File: src/rtl/alu_pipe.sv
// Pipelined ALU with valid/ready handshakes on both sides. Single-cycle ops return next cycle;
// MUL/MULHU run an iterative shift-add multiplier, one multiplier bit per cycle.
`timescale 1ns/1ps

module alu_pipe #(
    parameter int unsigned WIDTH  = 32,
    parameter bit          MUL_EN = 1'b1
) (
    input  logic             clk,
    input  logic             rst,
    input  logic             in_valid,
    output logic             in_ready,
    input  logic [WIDTH-1:0] a,
    input  logic [WIDTH-1:0] b,
    input  logic [3:0]       op,
    output logic             out_valid,
    input  logic             out_ready,
    output logic [WIDTH-1:0] x,
    output logic             zf,
    output logic             nf,
    output logic             cf,
    output logic             vf,
    output logic             err
);

    localparam int unsigned     ShW     = $clog2(WIDTH);
    localparam int unsigned     CntW    = ShW + 1;
    localparam logic [CntW-1:0] CntLast = CntW'(WIDTH);

    localparam logic [3:0] OpAdd   = 4'b0000;
    localparam logic [3:0] OpSub   = 4'b1000;
    localparam logic [3:0] OpSll   = 4'b0001;
    localparam logic [3:0] OpSrl   = 4'b0101;
    localparam logic [3:0] OpSra   = 4'b1101;
    localparam logic [3:0] OpSlt   = 4'b0010;
    localparam logic [3:0] OpSltu  = 4'b0011;
    localparam logic [3:0] OpAnd   = 4'b0111;
    localparam logic [3:0] OpOr    = 4'b0110;
    localparam logic [3:0] OpXor   = 4'b0100;
    localparam logic [3:0] OpMul   = 4'b1001;
    localparam logic [3:0] OpMulhu = 4'b1011;

    typedef enum logic [1:0] {StIdle, StMul, StHold} state_e;

    state_e             state_q, state_d;
    logic [WIDTH-1:0]   mcand_q, mcand_d;
    logic [WIDTH-1:0]   mplier_q, mplier_d;
    logic [2*WIDTH-1:0] acc_q, acc_d;
    logic [CntW-1:0]    cnt_q, cnt_d;
    logic               hi_q, hi_d;
    logic [WIDTH-1:0]   x_q, x_d;
    logic               zf_q, zf_d, nf_q, nf_d, cf_q, cf_d, vf_q, vf_d, err_q, err_d;
    logic               out_valid_q, out_valid_d;

    // Single-cycle datapath
    logic [ShW-1:0]   shamt;
    logic [WIDTH:0]   add_sum;
    logic [WIDTH:0]   sub_diff;
    logic             slt, sltu;
    logic [WIDTH-1:0] alu_x;
    logic             alu_cf, alu_vf, alu_err, is_mul;

    assign shamt    = b[ShW-1:0];
    assign add_sum  = {1'b0, a} + {1'b0, b};
    // Carry out of a + ~b + 1 is the no-borrow flag.
    assign sub_diff = {1'b0, a} + {1'b0, ~b} + {{WIDTH{1'b0}}, 1'b1};
    assign slt      = $signed(a) < $signed(b);
    assign sltu     = a < b;

    always_comb begin
        alu_x   = '0;
        alu_cf  = 1'b0;
        alu_vf  = 1'b0;
        alu_err = 1'b0;
        is_mul  = 1'b0;
        case (op)
            OpAdd: begin
                alu_x  = add_sum[WIDTH-1:0];
                alu_cf = add_sum[WIDTH];
                alu_vf = (a[WIDTH-1] == b[WIDTH-1]) && (add_sum[WIDTH-1] != a[WIDTH-1]);
            end
            OpSub: begin
                alu_x  = sub_diff[WIDTH-1:0];
                alu_cf = sub_diff[WIDTH];
                alu_vf = (a[WIDTH-1] != b[WIDTH-1]) && (sub_diff[WIDTH-1] != a[WIDTH-1]);
            end
            OpSll:  alu_x = a << shamt;
            OpSrl:  alu_x = a >> shamt;
            OpSra:  alu_x = $signed(a) >>> shamt;
            OpSlt:  alu_x = {{(WIDTH-1){1'b0}}, slt};
            OpSltu: alu_x = {{(WIDTH-1){1'b0}}, sltu};
            OpAnd:  alu_x = a & b;
            OpOr:   alu_x = a | b;
            OpXor:  alu_x = a ^ b;
            OpMul, OpMulhu: begin
                if (MUL_EN) begin
                    is_mul = 1'b1;
                end else begin
                    alu_err = 1'b1;
                end
            end
            default: alu_err = 1'b1;
        endcase
    end

    // Right-shifting accumulator: product settles in acc_q after WIDTH steps.
    logic [WIDTH:0]   mul_sum;
    logic [WIDTH-1:0] mul_res;

    assign mul_sum = {1'b0, acc_q[2*WIDTH-1:WIDTH]} + (mplier_q[0] ? {1'b0, mcand_q} : '0);
    assign mul_res = hi_q ? acc_q[2*WIDTH-1:WIDTH] : acc_q[WIDTH-1:0];

    always_comb begin
        state_d     = state_q;
        mcand_d     = mcand_q;
        mplier_d    = mplier_q;
        acc_d       = acc_q;
        cnt_d       = cnt_q;
        hi_d        = hi_q;
        x_d         = x_q;
        zf_d        = zf_q;
        nf_d        = nf_q;
        cf_d        = cf_q;
        vf_d        = vf_q;
        err_d       = err_q;
        out_valid_d = out_valid_q;
        in_ready    = 1'b0;

        unique case (state_q)
            StIdle: begin
                in_ready = !out_valid_q || out_ready;
                if (out_valid_q && out_ready) begin
                    out_valid_d = 1'b0;
                end
                if (in_valid && in_ready) begin
                    if (is_mul) begin
                        mcand_d  = a;
                        mplier_d = b;
                        acc_d    = '0;
                        cnt_d    = '0;
                        hi_d     = (op == OpMulhu);
                        state_d  = StMul;
                    end else begin
                        x_d         = alu_x;
                        zf_d        = (alu_x == '0);
                        nf_d        = alu_x[WIDTH-1];
                        cf_d        = alu_cf;
                        vf_d        = alu_vf;
                        err_d       = alu_err;
                        out_valid_d = 1'b1;
                    end
                end
            end
            StMul: begin
                if (cnt_q == CntLast) begin
                    x_d         = mul_res;
                    zf_d        = (mul_res == '0);
                    nf_d        = mul_res[WIDTH-1];
                    cf_d        = 1'b0;
                    vf_d        = 1'b0;
                    err_d       = 1'b0;
                    out_valid_d = 1'b1;
                    state_d     = StHold;
                end else begin
                    acc_d    = {mul_sum, acc_q[WIDTH-1:1]};
                    mplier_d = mplier_q >> 1;
                    cnt_d    = cnt_q + 1'b1;
                end
            end
            StHold: begin
                if (out_ready) begin
                    out_valid_d = 1'b0;
                    state_d     = StIdle;
                end
            end
            default: state_d = StIdle;
        endcase
    end

    always_ff @(posedge clk) begin
        if (rst) begin
            state_q     <= StIdle;
            mcand_q     <= '0;
            mplier_q    <= '0;
            acc_q       <= '0;
            cnt_q       <= '0;
            hi_q        <= 1'b0;
            x_q         <= '0;
            zf_q        <= 1'b0;
            nf_q        <= 1'b0;
            cf_q        <= 1'b0;
            vf_q        <= 1'b0;
            err_q       <= 1'b0;
            out_valid_q <= 1'b0;
        end else begin
            state_q     <= state_d;
            mcand_q     <= mcand_d;
            mplier_q    <= mplier_d;
            acc_q       <= acc_d;
            cnt_q       <= cnt_d;
            hi_q        <= hi_d;
            x_q         <= x_d;
            zf_q        <= zf_d;
            nf_q        <= nf_d;
            cf_q        <= cf_d;
            vf_q        <= vf_d;
            err_q       <= err_d;
            out_valid_q <= out_valid_d;
        end
    end

    assign out_valid = out_valid_q;
    assign x         = x_q;
    assign zf        = zf_q;
    assign nf        = nf_q;
    assign cf        = cf_q;
    assign vf        = vf_q;
    assign err       = err_q;

endmodule
File: config.mk
export PLATFORM = sky130hd
export DESIGN_NAME = alu_pipe
export DESIGN_NICKNAME = d
export VERILOG_FILES = /design/src/rtl/alu_pipe.sv
export SDC_FILE = /design/constraint.sdc
export NUM_CORES = 1
export LEC_CHECK = 0
export ABC_AREA = 1
export ABC_CLOCK_PERIOD_IN_PS = 4300
export CAP_MARGIN = 10
export CELL_PAD_IN_SITES_DETAIL_PLACEMENT = 1
export CELL_PAD_IN_SITES_GLOBAL_PLACEMENT = 2
export CORE_UTILIZATION = 25
export DETAILED_ROUTE_END_ITERATION = 6
export GPL_TIMING_DRIVEN = 0
export PLACE_DENSITY = 0.74
export SYNTH_ARGS = -nofsm -noshare
export SYNTH_HDL_FRONTEND = slang
export SYNTH_SLANG_ARGS = --single-unit
File: constraint.sdc
create_clock -name clk -period 4.3 [get_ports clk]
set_input_delay 1.29 -clock clk [delete_from_list [all_inputs] [get_ports clk]]
set_output_delay 1.29 -clock clk [all_outputs]
set_load 0.1 [all_outputs]
# Word level (Yosys, flattened, before mapping)
# Index checks and enable logic that the tools add are counted.
[op_classes]
n_mux = 53
multipliers = 0
eq_ne = 24
bitwise_logic = 4
n_shift = 3
magnitude_cmp = 2
div_mod_pow = 0
add_sub_neg = 5
reduce_logical = 19
[ops]
columns = ["cell", "count"]
rows = [
  ["$pmux 32 s10", 1],
  ["$mux 32", 8],
  ["$mux 64", 3],
  ["$pmux 32 s2", 2],
  ["$pmux 64 s2", 1],
  ["$add 32x32->33", 3],
  ["$logic_not 32->1", 2],
  ["$lt 32x32->1", 2],
  ["$add 33x1->33 const B", 1],
  ["$and 32x32->32", 1],
  ["$not 32->32", 1],
  ["$or 32x32->32", 1],
  ["$shl 32x5->32", 1],
  ["$shr 32x5->32", 1],
  ["$sshr 32x5->32", 1],
  ["$xor 32x32->32", 1],
  ["$mux 1", 21],
  ["$mux 6", 3],
  ["$eq 4x3->1 const B", 4],
  ["$eq 4x4->1 const B", 4],
  ["$pmux 1 s2", 7],
  ["$ne 2x2->1 const B", 6],
  ["$pmux 6 s2", 1],
  ["$reduce_and 4->1", 3],
  ["21 further kinds", 31],
]
[word_totals]
register_bits = 175
output_inout_bits = 39
memories = 0
romBits = 0
elab_cells = 123
mem_bits_rw = 0
inputBits = 72
latchBits = 0

# Longest topological paths before layout
[logic_depth]
ltp_word = 9
ltp_mapped = 25
ltp_nobuf = 22

# Least setup slack after synthesis
# Ideal clock, no wire load.
[synth_path]
kind = "input port to output port"
start = "in out_ready"
end = "out in_ready"
path_buffers = 0
setup_slack_ns = 0.185
stages = 2
arrival_ns = 2.825
required_ns = 3.010
cell_sequence = "inv_1 -> a21oi_1"
[synth_via]
elab_chain_len = 2
[synth_rtl]
columns = ["item", "line", "rtl"]
rows = [
  ["from (decl)", "17", "input logic out_ready,"],
  ["$logic_or 1x1->1", "131", "in_ready = !out_valid_q || out_ready;"],
  ["$mux 1", "129", "unique case (state_q)"],
  ["to (decl)", "12", "output logic in_ready,"],
]
# No other way between the ends.

# Final worst setup path
[layout_path]
start = "in op[1]"
end = "reg zf_q (netlist: zf)"
[layout_via]
elab_chain_len = 6
elab_cells_between_ends = 21
classes_between = "12 x eq/ne; 5 x mux; 4 x reduce/logical"
[layout_rtl]
columns = ["item", "line", "rtl"]
rows = [
  ["from (decl)", "15", "input logic [3:0] op,"],
  ["$eq 4x3->1, or another cell as far along", "76", "case (op)"],
  ["$pmux 32 s10", "76", ""],
  ["$logic_not 32->1", "145", "zf_d = (alu_x == '0);"],
  ["$mux 1", "136", "if (is_mul) begin"],
  ["$mux 1", "135", "if (in_valid && in_ready) begin"],
  ["$pmux 1 s2", "129", ""],
  ["to (signal assigned)", "203", "zf_q <= zf_d;"],
  ["to (decl)", "52", "logic zf_q, zf_d, nf_q, nf_d, cf_q, cf_d, vf_q, vf_d, err_q, err_d;"],
]
# Several ways; a longest one is shown, not always the timed one. The select of a mux whose other input is x is not followed.
# A chain may end at the register's enable or synchronous reset.

==> impl_metrics.ini <==
[cells_and_area]
fin_nets = 3866
area_growth_pct = 17.67
final-seq-area_um2 = 3483
design_area_um2 = 23030
final_common_cell = nand2_1
drive_above_1_share = 0.07774
final_cell_mix = nand2_1 (1202), nand3_1 (456), inv_1 (387), a21oi_1 (286), nor2_1 (203)
multi_input_comb_area_um2 = 13930
antennaDiodeCount = 0
stdcell_count = 4706
final.fill_count = 10347

[power]
ir_drop_v = 0.0002875
p_total_w = 0.007609
power_leakage_nw = 11.53
powerDensity_nw_per_um2 = 330.4

[worst_setup_path]
path_cells = clkdlybuf4s50_1, nor2_1, nand2_1, inv_1, clkbuf_1, a211oi_1, nand2_1, nor2_1, nand4_1, nor2_1, nand3_1, a21oi_2
start_kind = input port
worstPathRequired_ps = 4700
path_common_cell = nor2_1
r2r_setup_slack_ps = 840
cpMaxStageDelayCell = clkdlybuf4s50_1
reg2reg_from = mplier_q[0]
arrival_ps = 4870
r2r_end = acc_q[53]
startpoint = op[1]
critPathCaptureType = register
rr_worst_depth = 18
critical_path_class = in2reg
critPathMaxFanout = 10
critical-path-max-stage-delay_ps = 730

[outcome]
violations = negative setup slack
outcome = finished, violations left

[clocking]
clock_tree.root_cell = clkbuf_16
cts_hold_buffers = 0
path_clk_slew_ps = 70
cts.path.max_buffers = 2
cts_num_sinks = 174
numCtsBuffers = 17
htreeDepth = 4
clock_latency_ps = 460
cts_tree = built

[yosys]
synth_top_area_frac = 0.2330
synth-async-reset-ratio = 0
synth_ff_type = dfxtp_1
ys_warn_count = 0
synth_seq_area_share = 0.1780
netlist_instances = 3515
synth_area_leaders = nand2_1 (23%), dfxtp_1 (18%), nand3_1 (12%)
synth_seq_cells = 174
yosysUniqueCellTypes = 53
synth_nets = 3728
syn_area_um2 = 19570
avgSynthCellArea_um2 = 5.568
synth_area_leader_cell = nand2_1
synth_edf_count = 0

[floorplan]
ios = 111
chipHeight_um = 281.8
die_w_um = 281.8
rows = 102
start_util = 0.2526
dieArea_um2 = 79400
core_area_um2 = 77470

[drt]
dr.pass1.iters = 5
via_per_inst = 5.225
ant_nets = 0
vias = 24588
drt-initial-drc-count = 2244
wirelength_mm = 116.5
routedWlPerCell_um = 24.75
drc = 0

[hold_path]
min_to = x[30]
min_from = x[30]
hold_path_class = reg2reg
worstHoldPathCells = 2

[timing]
setup_ws_ps = -172.0
tightest_slew_ps = 1103
finalCriticalPeriod_ps = 4472
finClkSkew_ps = 14.50
fin_crit_sh = 1.040
drv_slew = 0
rsz0062_at_grt = yes
hold_viol_final = 0
fmax_mhz = 223.6
setup_viol = 1
relSlewSlack = 0.2645

[global_routing]
grt_pass1_vias = 23969
grt_pass1_wl_mm = 166.0
grt.total_usage = 0.2902
grt_max_degree = 21
antenna_found_initial = 1
grt-ovfl-total = 0

[run]
maxCapViolCount = 0

[placed_design]
port_buffers = 109
place_congestion = 1.001
dpl-instance-area_um2 = 21960
dp_hpwl_mm = 98.07
placed_cells = 4664
-- critical path: cells and delay by family --
family	cells	cell delay (ps)
AO/OA/AOI/OAI	2	690
buffers and inverters	3	1370
AND/OR/NAND/NOR	7	1480
-- layer usage --
layer	up-vias	GRT usage	share of wire
met2	798	0.4408	0.42
met4	0	0.1224	0.048
met3	152	0.03936	0.064
met5	-	0	0
li1	11694	-	-
met1	11944	0.4071	0.47
-- power breakdown --
| group | total [W] | switching (W) | internal (W) |
|---|---|---|---|
| Clock | 0.00175 | 0.000763 | 0.000984 |
| Sequential | 0.00198 | 0.000155 | 0.00183 |
| Combinational | 0.00388 | 0.00296 | 0.000914 |
-- sequential cells by signal, indices dropped and copies added, names as in the netlist --
register,count
acc_q,64
mcand_q,32
mplier_q,32
x,32
cnt_q,6
state_q,2
cf,1
err,1
hi_q,1
out_valid,1
vf,1
zf,1
-- cell families (layout without fill, tap and decap cells) --
kind of cell,after synthesis,in the layout,share of synthesized area
muxes,10,10,0.005115
adders and majority gates,141,141,0.09130
buffers and inverters,585,736,0.1242
and+or+nand+nor,2049,2049,0.4435
xor gates and xnor gates,10,10,0.004476
DFF,174,174,0.1780
AOI/OAI and AO/OA,546,546,0.1534
-- per-stage QoR --
stage | hold WS (ps) | TNS [ps] | worst slack, ps | utilization
4_1_cts | 468.5 | -131.0 | -131.0 | 0.2949
6_report | 465.0 | -172.0 | -172.0 | 0.2973
3_3_place_gp | 456.7 | -49880 | -1918 | 0.2835
3_5_place_dp | 456.8 | -50720 | -1881 | 0.2835
5_1_grt | 479.8 | -153.1 | -153.1 | 0.2973
2_1_floorplan | 443.8 | 0 | 184.7 | -
-- area by class of cell --
| class | count | area share |
|---|---|---|
| multi-input cells | 2756 | 0.6048 |
| repair buffers | 121 | 0.05173 |
| inverters | 412 | 0.06803 |
| clock inverters | 15 | 0.008911 |
| flip-flops and latches | 174 | 0.1513 |
| clock buffers | 17 | 0.01847 |
| well taps | 1040 | 0.05651 |
| plain buffers | 171 | 0.04026 |
-- synth_stat cells, types with 5 or more instances --
library cell	n
or2_2	11
ha_1	138
xor2_1	8
o21ai_0	109
o221ai_1	5
o211ai_1	28
nor3_1	25
o21bai_1	9
mux2i_1	10
buf_6	9
nand4_1	39
buf_2	59
inv_1	396
a31oi_1	38
nand3_2	5
nand2_2	21
nand2_4	8
nor2_1	226
nand3_1	462
dfxtp_1	174
buf_1	7
buf_4	20
nor2_2	6
o21ai_1	13
a21oi_1	292
and2_1	10
o22ai_1	26
nand3b_1	7
nor4_1	9
nand2_1	1215
inv_2	14
clkbuf_1	77
-- worst max path at each step --
stage / endpoint / slack [ps]
6_report: zf / -170
5_1_grt: zf / -150
4_1_cts: zf / -130
3_5_place_dp: zf / -1880
3_3_place_gp: zf / -1920
2_1_floorplan: in_ready / 180
-- what timing repair did --
| action | in CTS | in global routing |
|---|---|---|
| setup buffers | 8 | 4 |
| resized for setup | 86 | 90 |
| pin swaps | 6 | 6 |
| setup endpoints to repair | 35 | 44 |
Power figures use the tool's default switching activity.
